$ cat config.mk
export PLATFORM = sky130hd
export DESIGN_NAME = fetch_unit_46
export DESIGN_NICKNAME = d
export VERILOG_FILES = /design/src/rtl/fetch_unit_46.sv
export SDC_FILE = /design/constraint.sdc
export NUM_CORES = 1
export LEC_CHECK = 0
export ABC_CLOCK_PERIOD_IN_PS = 5600
export BUFFER_PORTS_ARGS = -buffer_cell sky130_fd_sc_hd__buf_4
export CAP_MARGIN = 20
export CORE_MARGIN = 2
export CORE_UTILIZATION = 44
export CTS_CLUSTER_SIZE = 14
export DETAILED_ROUTE_END_ITERATION = 8
export GPL_TIMING_DRIVEN = 0
export PLACE_DENSITY = 0.79
export SETUP_SLACK_MARGIN = 0.05
export SLEW_MARGIN = 40
export SYNTH_ARGS = -nofsm -noshare
export SYNTH_HDL_FRONTEND = slang
export SYNTH_SLANG_ARGS = --single-unit
$ cat constraint.sdc
create_clock -name clk_46 -period 5.6 [get_ports clk_46]
set_clock_uncertainty 0.2 [all_clocks]
set_input_delay 1.12 -clock clk_46 [delete_from_list [all_inputs] [get_ports clk_46]]
set_output_delay 1.12 -clock clk_46 [all_outputs]
set_load 0.005 [all_outputs]
$ cat src/rtl/fetch_unit_46.sv
// Instruction-fetch stage: a boot loader streams words into instruction memory,
// then the stage owns the PC and fills the IF/ID register (stall/flush/redirect).
module fetch_unit_46 #(
  parameter logic [31:0] RESET_PC   = 32'h0000_0000,
  parameter logic [31:0] NOP_INSTR  = 32'h0000_003F,
  parameter logic [31:0] LOAD_LIMIT = 32'd2000
) (
  input  logic        clk_46,
  input  logic        rst_46,
  input  logic        ld_valid_46,
  input  logic [31:0] ld_data_46,
  input  logic        ld_last_46,
  output logic        ld_ready_46,
  output logic [31:0] imem_waddr_46,
  output logic [31:0] imem_wdata_46,
  output logic        imem_write_46,
  output logic [31:0] imem_raddr_46,
  input  logic [31:0] imem_rdata_46,
  input  logic        stall_46,
  input  logic        flush_46,
  input  logic        redirect_46,
  input  logic [31:0] redirect_pc_46,
  output logic [31:0] ifid_instr_46,
  output logic [31:0] ifid_pc4_46,
  output logic        ifid_valid_46,
  output logic        running_46
);

  typedef enum logic {LOAD, RUN} state_t;

  state_t      state_reg, state_next;
  logic [31:0] lp_reg, lp_next;
  logic [31:0] pc_reg, pc_next;
  logic [31:0] ifid_instr_reg, ifid_instr_next;
  logic [31:0] ifid_pc4_reg, ifid_pc4_next;
  logic        ifid_valid_reg, ifid_valid_next;

  logic [31:0] pc_plus4;
  logic [31:0] lp_plus4;
  logic [31:0] redirect_aligned;

  assign pc_plus4         = pc_reg + 32'd4;
  assign lp_plus4         = lp_reg + 32'd4;
  assign redirect_aligned = redirect_pc_46 & 32'hFFFF_FFFC;

  always_ff @(posedge clk_46 or posedge rst_46) begin
    if (rst_46) begin
      state_reg      <= LOAD;
      lp_reg         <= 32'd0;
      pc_reg         <= RESET_PC;
      ifid_instr_reg <= NOP_INSTR;
      ifid_pc4_reg   <= 32'd0;
      ifid_valid_reg <= 1'b0;
    end else begin
      state_reg      <= state_next;
      lp_reg         <= lp_next;
      pc_reg         <= pc_next;
      ifid_instr_reg <= ifid_instr_next;
      ifid_pc4_reg   <= ifid_pc4_next;
      ifid_valid_reg <= ifid_valid_next;
    end
  end

  always_comb begin
    state_next      = state_reg;
    lp_next         = lp_reg;
    pc_next         = pc_reg;
    ifid_instr_next = ifid_instr_reg;
    ifid_pc4_next   = ifid_pc4_reg;
    ifid_valid_next = ifid_valid_reg;
    ld_ready_46     = 1'b0;
    imem_write_46   = 1'b0;

    case (state_reg)
      LOAD: begin
        ld_ready_46   = 1'b1;
        imem_write_46 = ld_valid_46;
        if (ld_valid_46) begin
          lp_next = lp_plus4;
          // The word landing on LOAD_LIMIT is the last one we may accept.
          if (ld_last_46 || (lp_reg == LOAD_LIMIT)) begin
            state_next = RUN;
            lp_next    = 32'd0;
          end
        end
      end
      RUN: begin
        if (redirect_46) begin
          pc_next         = redirect_aligned;
          ifid_instr_next = NOP_INSTR;
          ifid_valid_next = 1'b0;
        end else if (stall_46 && flush_46) begin
          ifid_instr_next = NOP_INSTR;
          ifid_valid_next = 1'b0;
        end else if (stall_46) begin
          // hold everything
        end else if (flush_46) begin
          pc_next         = pc_plus4;
          ifid_instr_next = NOP_INSTR;
          ifid_valid_next = 1'b0;
        end else begin
          pc_next         = pc_plus4;
          ifid_instr_next = imem_rdata_46;
          ifid_pc4_next   = pc_plus4;
          ifid_valid_next = 1'b1;
        end
      end
      default: state_next = LOAD;
    endcase
  end

  assign imem_waddr_46 = lp_reg;
  assign imem_wdata_46 = ld_data_46;
  assign imem_raddr_46 = pc_reg;
  assign ifid_instr_46 = ifid_instr_reg;
  assign ifid_pc4_46   = ifid_pc4_reg;
  assign ifid_valid_46 = ifid_valid_reg;
  assign running_46    = (state_reg == RUN);

endmodule

==> results of run 1 <==
==> worst min path at each step <==
| stage | cells past startpoint | end |
|---|---|---|
| after floorplan | 2 | ifid_pc4_46[3]$_DFFE_PP0P_ |
| after global placement | 2 | ifid_pc4_46[3]$_DFFE_PP0P_ |
| after detailed placement | 2 | ifid_pc4_46[3]$_DFFE_PP0P_ |
| after CTS | 2 | ifid_pc4_46[3]$_DFFE_PP0P_ |
| after global routing | 2 | ifid_pc4_46[19]$_DFFE_PP0P_ |
| final | 2 | ifid_pc4_46[19]$_DFFE_PP0P_ |
==> cells in the final DEF, fill, tap and decap left out, types with 3 or more instances in the layout <==
| cell type | instances |
|---|---|
| buf_4 | 268 |
| dfrtp_1 | 118 |
| nand2_1 | 73 |
| o21ai_0 | 48 |
| nor2_1 | 47 |
| xnor2_1 | 33 |
| a22o_1 | 28 |
| clkbuf_1 | 24 |
| nand3_1 | 23 |
| a21oi_1 | 23 |
| xor2_1 | 20 |
| clkbuf_16 | 17 |
| nor3_1 | 16 |
| nand4_1 | 15 |
| a2bb2oi_1 | 14 |
| o22ai_1 | 13 |
| and3_1 | 11 |
| inv_1 | 9 |
| nor4_1 | 7 |
| and4_1 | 6 |
| a22oi_1 | 6 |
| o22a_1 | 6 |
| conb_1 | 6 |
| dfstp_2 | 6 |
| clkbuf_8 | 5 |
| buf_2 | 4 |
| nor4_4 | 4 |
| o2bb2ai_1 | 4 |
| or3_1 | 4 |
| clkinv_2 | 4 |
| clkbuf_2 | 3 |
| and2_1 | 3 |
| mux2i_1 | 3 |
| buf_1 | 3 |
| o211ai_1 | 3 |
| o21ai_1 | 3 |
| ha_1 | 3 |
| bufinv_16 | 3 |
==> state kept, by name, indices dropped and copies added (netlist names) <==
name,cells
imem_waddr_46,30
running_46,1
imem_raddr_46,30
ifid_instr_46,32
ifid_pc4_46,30
ifid_valid_46,1
==> worst max-delay path: cells and delay by family <==
kind	cells	cell delay, ns
buf+inv	4	0.76
simple gates	1	0.06
==> kinds of logic after synthesis <==
family | count (synthesis) | share of synthesized area (%)
compound gates | 154 | 15.9
xor+xnor | 53 | 7.23
fa+ha+maj | 3 | 0.585
buf+inv | 88 | 8.42
flops | 124 | 48.5
mux | 4 | 0.643
other cells | 1 | 0.0584
simple gates | 228 | 18.7
==> report_power, final <==
group	internal, mW	total (mW)	leakage, nW	switching (mW)
Clock	0.744	1.13	0.301	0.385
Sequential	0.980	1.06	1.58	0.0823
Combinational	0.246	0.438	2.43	0.192
==> area by class of cell <==
class	count	area share [%]
sequential	124	34.5
multi-input combinational	448	31.1
timing repair buffer	227	19.1
inverter	11	0.541
buffer	77	5.53
clock inverter	7	1.22
tap	184	2.55
clock buffer	25	5.49
==> routing by layer <==
metal	global-route usage [%]	part of all wire (%)	up-vias
met5	0	0	-
met4	7.60	1.6	0
li1	-	-	2792
met1	30.5	42	2861
met3	5.80	7.9	31
met2	39.2	49	247
==> impl_metrics.py, run 1 <==
metrics = {
    "placement": {
        "placed_area_um2": 8420,
        "gp_congestion": 0.886,
        "place_hpwl_um": 13400,
        "portBuffers": 226,
        "pre_cts_ws_ns": 2.36,
        "dp_cells": 1071,
    },
    "setup_path": {
        "cp-start-kind": "input pin",
        "end_kind": "output port",
        "crit_type": "in2out",
        "crit_path_end": "imem_write_46",
        "worstPathRequired_ns": 4.28,
        "crit_fanout": 8,
        "ff2ff_path_depth": 9,
        "startpoint": "ld_valid_46",
        "critPathMaxStageDelay_ns": 0.27,
        "r2r-start": "imem_waddr_46[2]$_DFFE_PP0P_",
        "cp.arrival_ns": 1.94,
        "crit_chain": "buf_4, nand2b_1, clkbuf_1, inv_1, buf_4",
        "r2r_end": "imem_waddr_46[14]$_DFFE_PP0P_",
        "crit_path_top_delay_cell": "clkbuf_1",
        "path_common_cell": "buf_4",
        "worst-r2r-setup-slack_ns": 3.11,
    },
    "hold_path": {
        "holdCritStartpoint": "ifid_pc4_46[19]$_DFFE_PP0P_",
        "holdCritPathClass": "reg2reg",
    },
    "detailed_routing": {
        "first_pass_iters": 4,
        "remaining_drc_errors": 0,
        "num_vias": 5931,
        "drt_wl_total_um": 18500,
        "vias_per_cell": 5.38,
        "detail_route.iter0.violations": 363,
        "wl_per_cell_um": 16.8,
        "drtAntennaViolNets": 0,
    },
    "layout": {
        "final_cell_area_um2": 9020,
        "post-route-util_pct": 62.8,
        "layout.cells.non_filler": 1103,
        "fillers": 1243,
        "antennaDiodeCount": 0,
        "ff_latch_area_um2": 3110,
        "finalNetCount": 1012,
        "drive_gt1_share_pct": 35.9,
        "multi_input_area_um2": 2800,
        "area_growth_pct": 40.5,
    },
    "timing": {
        "hold_viol": 0,
        "final-setup-viol-count": 0,
        "fin_setup_tns_ns": 0,
        "tightest_slew_ns": 0.639,
        "grt_setup_unrepaired": "no",
        "slew_headroom_pct": 57.1,
        "min_period_ns": 3.26,
        "holdWs_ns": 0.276,
        "max_freq_ghz": 0.306,
        "finalCritPeriodShare_pct": 58.3,
        "fin_ws_ns": 2.34,
        "maxSlewViolCount": 0,
    },
    "global_route": {
        "grt_usage_pct": 23.6,
        "grt_max_degree": 76,
        "grt_pass1_vias": 5824,
        "grt_pass1_wl_um": 29700,
        "grt-ovfl-total": 0,
        "antenna_found_initial": 0,
    },
    "clocking": {
        "cts_sinks": 124,
        "cts_resized": 0,
        "htreeDepth": 4,
        "clockBufferDepth": 2,
        "cts-buffers-inserted": 17,
        "hold_buffers": 0,
        "cts_setup_buffers": 0,
        "clkLatencyLatePin_ns": 0.42,
        "cts.clk_slew.worst_paths_ns": 0.05,
        "cts_tree": "built",
        "cts-root-buf": "clkbuf_16",
    },
    "floorplan": {
        "die_w_um": 125,
        "num_rows": 44,
        "fp.dieArea_um2": 15600,
        "core_um2": 14400,
        "start_util_pct": 44.7,
        "die_h_um": 125,
        "io_pins": 267,
    },
    "yosys": {
        "synth_top_area_share_pct": 46.0,
        "synth_cell_types": 60,
        "ys_top_cells_by_area": "dfrtp_1 46%, buf_4 4.9%, xnor2_1 4.5%",
        "synthArstFlopShare_pct": 100,
        "yosys.area.top_type": "dfrtp_1",
        "netlist_area_um2": 6420,
        "ys_ff_latch": 124,
        "syn_area_per_cell_um2": 9.80,
        "synth-seq-area-share_pct": 48.5,
        "ys.flop_type": "dfrtp_1",
        "synth_cells": 655,
        "synthTopCellsByCount": "118 x dfrtp_1, 73 x nand2_1, 48 x o21ai_0",
        "synth_most_common_cell": "dfrtp_1",
        "yosysWarnings": 0,
        "synth-edff-count": 0,
    },
    "power_and_ir_drop": {
        "power_mw": 2.63,
        "power_density_nw_per_um2": 291,
        "p_leak_nw": 4.31,
        "vdd_drop_max_mv": 0.212,
    },
    "outcome": {
        "run_status": "finished clean",
    },
    "flow_run": {
        "cap_violations": 0,
    },
}
Note: power is estimated with default switching activity, not from simulation.
==> run 2, diff against run 1 <==
--- a/config.mk
+++ b/config.mk
@@ -5,7 +5,8 @@
 export SDC_FILE = /design/constraint.sdc
 export NUM_CORES = 1
 export LEC_CHECK = 0
-export ABC_CLOCK_PERIOD_IN_PS = 5600
+export ABC_AREA = 1
+export ABC_CLOCK_PERIOD_IN_PS = 3100
 export BUFFER_PORTS_ARGS = -buffer_cell sky130_fd_sc_hd__buf_4
 export CAP_MARGIN = 20
 export CORE_MARGIN = 2
@@ -13,7 +14,7 @@
 export CTS_CLUSTER_SIZE = 14
 export DETAILED_ROUTE_END_ITERATION = 8
 export GPL_TIMING_DRIVEN = 0
-export PLACE_DENSITY = 0.79
+export PLACE_DENSITY = 0.78
 export SETUP_SLACK_MARGIN = 0.05
 export SLEW_MARGIN = 40
 export SYNTH_ARGS = -nofsm -noshare
==> constraint.sdc (replaced) <==
create_clock -name clk_46 -period 3.1 [get_ports clk_46]
set_clock_uncertainty 0.2 [all_clocks]
set_input_delay 0.62 -clock clk_46 [delete_from_list [all_inputs] [get_ports clk_46]]
set_output_delay 0.62 -clock clk_46 [all_outputs]
set_load 0.005 [all_outputs]
==> run 2 against run 1 <==
  * Count of clock-buffer cells in the layout fell by 1
  * Largest cell class is now multi-input gates
  * Register-to-register slack got worse by 2.2 ns
  * Critical path depth rose by 1
  * Sequential share of layout area fell by 2.1 points
==> impl_metrics.py, run 2 <==
metrics = {
    "clocking": {
        "cts-root-buf": "clkbuf_16",
        "hold_buffers": 0,
        "cts_tree": "built",
        "cts-buffers-inserted": 17,
        "clkLatencyLatePin_ns": 0.41,
        "cts.clk_slew.worst_paths_ns": 0.06,
        "cts_resized": 0,
        "htreeDepth": 4,
        "cts_sinks": 124,
        "clockBufferDepth": 2,
        "cts_setup_buffers": 0,
    },
    "global_route": {
        "grt-ovfl-total": 0,
        "antenna_found_initial": 0,
        "grt.met3_usage_pct": 6.40,
        "grt_pass1_vias": 6388,
        "use_met1_pct": 33.4,
        "grt_max_degree": 24,
        "grt_usage_pct": 25.0,
        "grt_use_met2_pct": 40.9,
        "grt_pass1_wl_um": 32500,
        "grt.busiest_layer": "met2",
    },
    "setup_path": {
        "cp-start-kind": "flip-flop",
        "crit_fanout": 10,
        "crit_type": "reg2out",
        "worstPathRequired_ns": 2.28,
        "end_kind": "output port",
        "worst-r2r-setup-slack_ns": 0.96,
        "cp.arrival_ns": 1.91,
    },
    "floorplan": {
        "die_w_um": 129,
        "fp.dieArea_um2": 16700,
        "io_pins": 267,
        "start_util_pct": 45.3,
        "core_um2": 15300,
        "num_rows": 45,
        "die_h_um": 129,
    },
    "detailed_routing": {
        "first_pass_iters": 4,
        "drtAntennaViolNets": 0,
        "drt_wl_total_um": 21000,
        "vias_per_cell": 4.93,
        "remaining_drc_errors": 0,
        "wl_per_cell_um": 14.9,
        "num_vias": 6918,
        "detail_route.iter0.violations": 476,
    },
    "layout": {
        "largest_reg_flops": 32,
        "post-route-util_pct": 62.9,
        "antennaDiodeCount": 0,
        "fillers": 1378,
        "most-common-layout-cells": "306 x nand2_1, 265 x buf_4, 164 x nor2_1",
        "finalNetCount": 1287,
        "layout.cells.non_filler": 1403,
        "mostFrequentLayoutCell": "nand2_1",
        "area_growth_pct": 38.9,
        "drive_gt1_share_pct": 28.4,
    },
    "outcome": {
        "run_status": "finished clean",
    },
    "timing": {
        "max_freq_ghz": 0.367,
        "holdWs_ns": 0.0716,
        "maxSlewViolCount": 0,
        "final-setup-viol-count": 0,
        "grt_setup_unrepaired": "no",
        "tightest_slew_ns": 0.625,
        "min_period_ns": 2.73,
        "hold_viol": 0,
        "finalCritPeriodShare_pct": 88.0,
        "fin_ws_ns": 0.372,
        "slew_headroom_pct": 58.3,
    },
    "power_and_ir_drop": {
        "p_int_mw": 3.48,
        "pwr-share-comb_pct": 18.0,
        "switching_share_pct": 26.4,
        "p_leak_nw": 4.91,
        "power_density_nw_per_um2": 492,
        "p_clk_share_pct": 41.4,
        "switchingPower_mw": 1.24,
        "vdd_drop_max_mv": 0.388,
        "seq_power_share_pct": 40.6,
        "power_mw": 4.72,
    },
    "placement": {
        "pre_cts_ws_ns": 0.607,
        "dp_cells": 1373,
        "gp_congestion": 0.918,
        "place_hpwl_um": 16000,
        "portBuffers": 226,
    },
    "yosys": {
        "netlist_area_um2": 6910,
        "synthArstFlopShare_pct": 100,
        "synth-seq-area-share_pct": 45.0,
        "syn_area_per_cell_um2": 7.46,
        "ys_ff_latch": 124,
        "ys.flop_type": "dfrtp_1",
        "synth_cells": 926,
        "synth-edff-count": 0,
        "yosysWarnings": 0,
        "ys_top_cells_by_area": "dfrtp_1 43%, nand2_1 17%, nor2_1 8.9%",
        "synth_most_common_cell": "nand2_1",
        "synthTopCellsByCount": "306 x nand2_1, 164 x nor2_1, 118 x dfrtp_1",
        "synth_cell_types": 36,
        "synth_top_area_share_pct": 42.7,
        "yosys.area.top_type": "dfrtp_1",
    },
    "hold_path": {
        "holdCritPathClass": "in2async",
    },
    "flow_run": {
        "cap_violations": 0,
    },
}
run 2: power by group through the flow:
stage	registers (mW)	clock network (mW)	logic, mW
3_3_place_gp	1.94	0	0.812
4_1_cts	1.91	1.99	0.854
2_1_floorplan	1.92	0	0.369
6_report	1.92	1.96	0.848
5_1_grt	1.94	2.05	0.938
3_5_place_dp	1.94	0	0.850
run 2: cell families after synthesis:
family / synth area share, %
and+or+nand+nor: 32.3
AOI/OAI and AO/OA: 8.67
DFF: 45.0
buffers and inverters: 9.83
other: 0.0543
adders and majority gates: 0.543
xor gates and xnor gates: 3.55
run 2: layer usage:
metal,vias to the layer above,part of all wire (%)
li1,3412,-
met1,3198,43
met2,289,48
met3,19,8.0
met4,0,1.1
met5,-,0
run 2: stage by stage:
stage          instance area, µm²  setup TNS (ns)
6_report                     9600               0
5_1_grt                      9600               0
2_1_floorplan                6930               0
3_5_place_dp                 9020               0
4_1_cts                      9600               0
3_3_place_gp                 8890           -8.61
run 2: worst paths after layout:
check | to | start | cells past startpoint
worst min register to register | ifid_pc4_46[7]$_DFFE_PP0P_ | ifid_pc4_46[7]$_DFFE_PP0P_ | 2
max in group asynchronous | ifid_pc4_46[10]$_DFFE_PP0P_ | rst_46 | 6
worst max-delay path | imem_write_46 | running_46$_DFF_PP0_ | 6
worst min-delay path | ifid_instr_46[24]$_DFFE_PP0P_ | rst_46 | 2
min in group clk_46 | running_46$_DFF_PP0_ | ld_valid_46 | 3
worst max register to register | imem_waddr_46[29]$_DFFE_PP0P_ | imem_waddr_46[2]$_DFFE_PP0P_ | 10
run 2: area by class of cell:
class	count	area, µm²	area share [%]
clock buffers	24	492	5.12
multi-input cells	674	3140	32.7
inverters	67	258	2.68
clock inverters	6	86.3	0.899
repair buffers	231	1830	19.0
flip-flops and latches	124	3110	32.4
plain buffers	66	425	4.43
well taps	211	264	2.75
run 2: worst max-delay path, cell delays in order, from the launching register on:
cell and delay [ns]:
dfrtp_1 0.38, inv_2 0.17, nand2_1 0.16, buf_2 0.24
inv_2 0.16, buf_2 0.23, buf_4 0.14
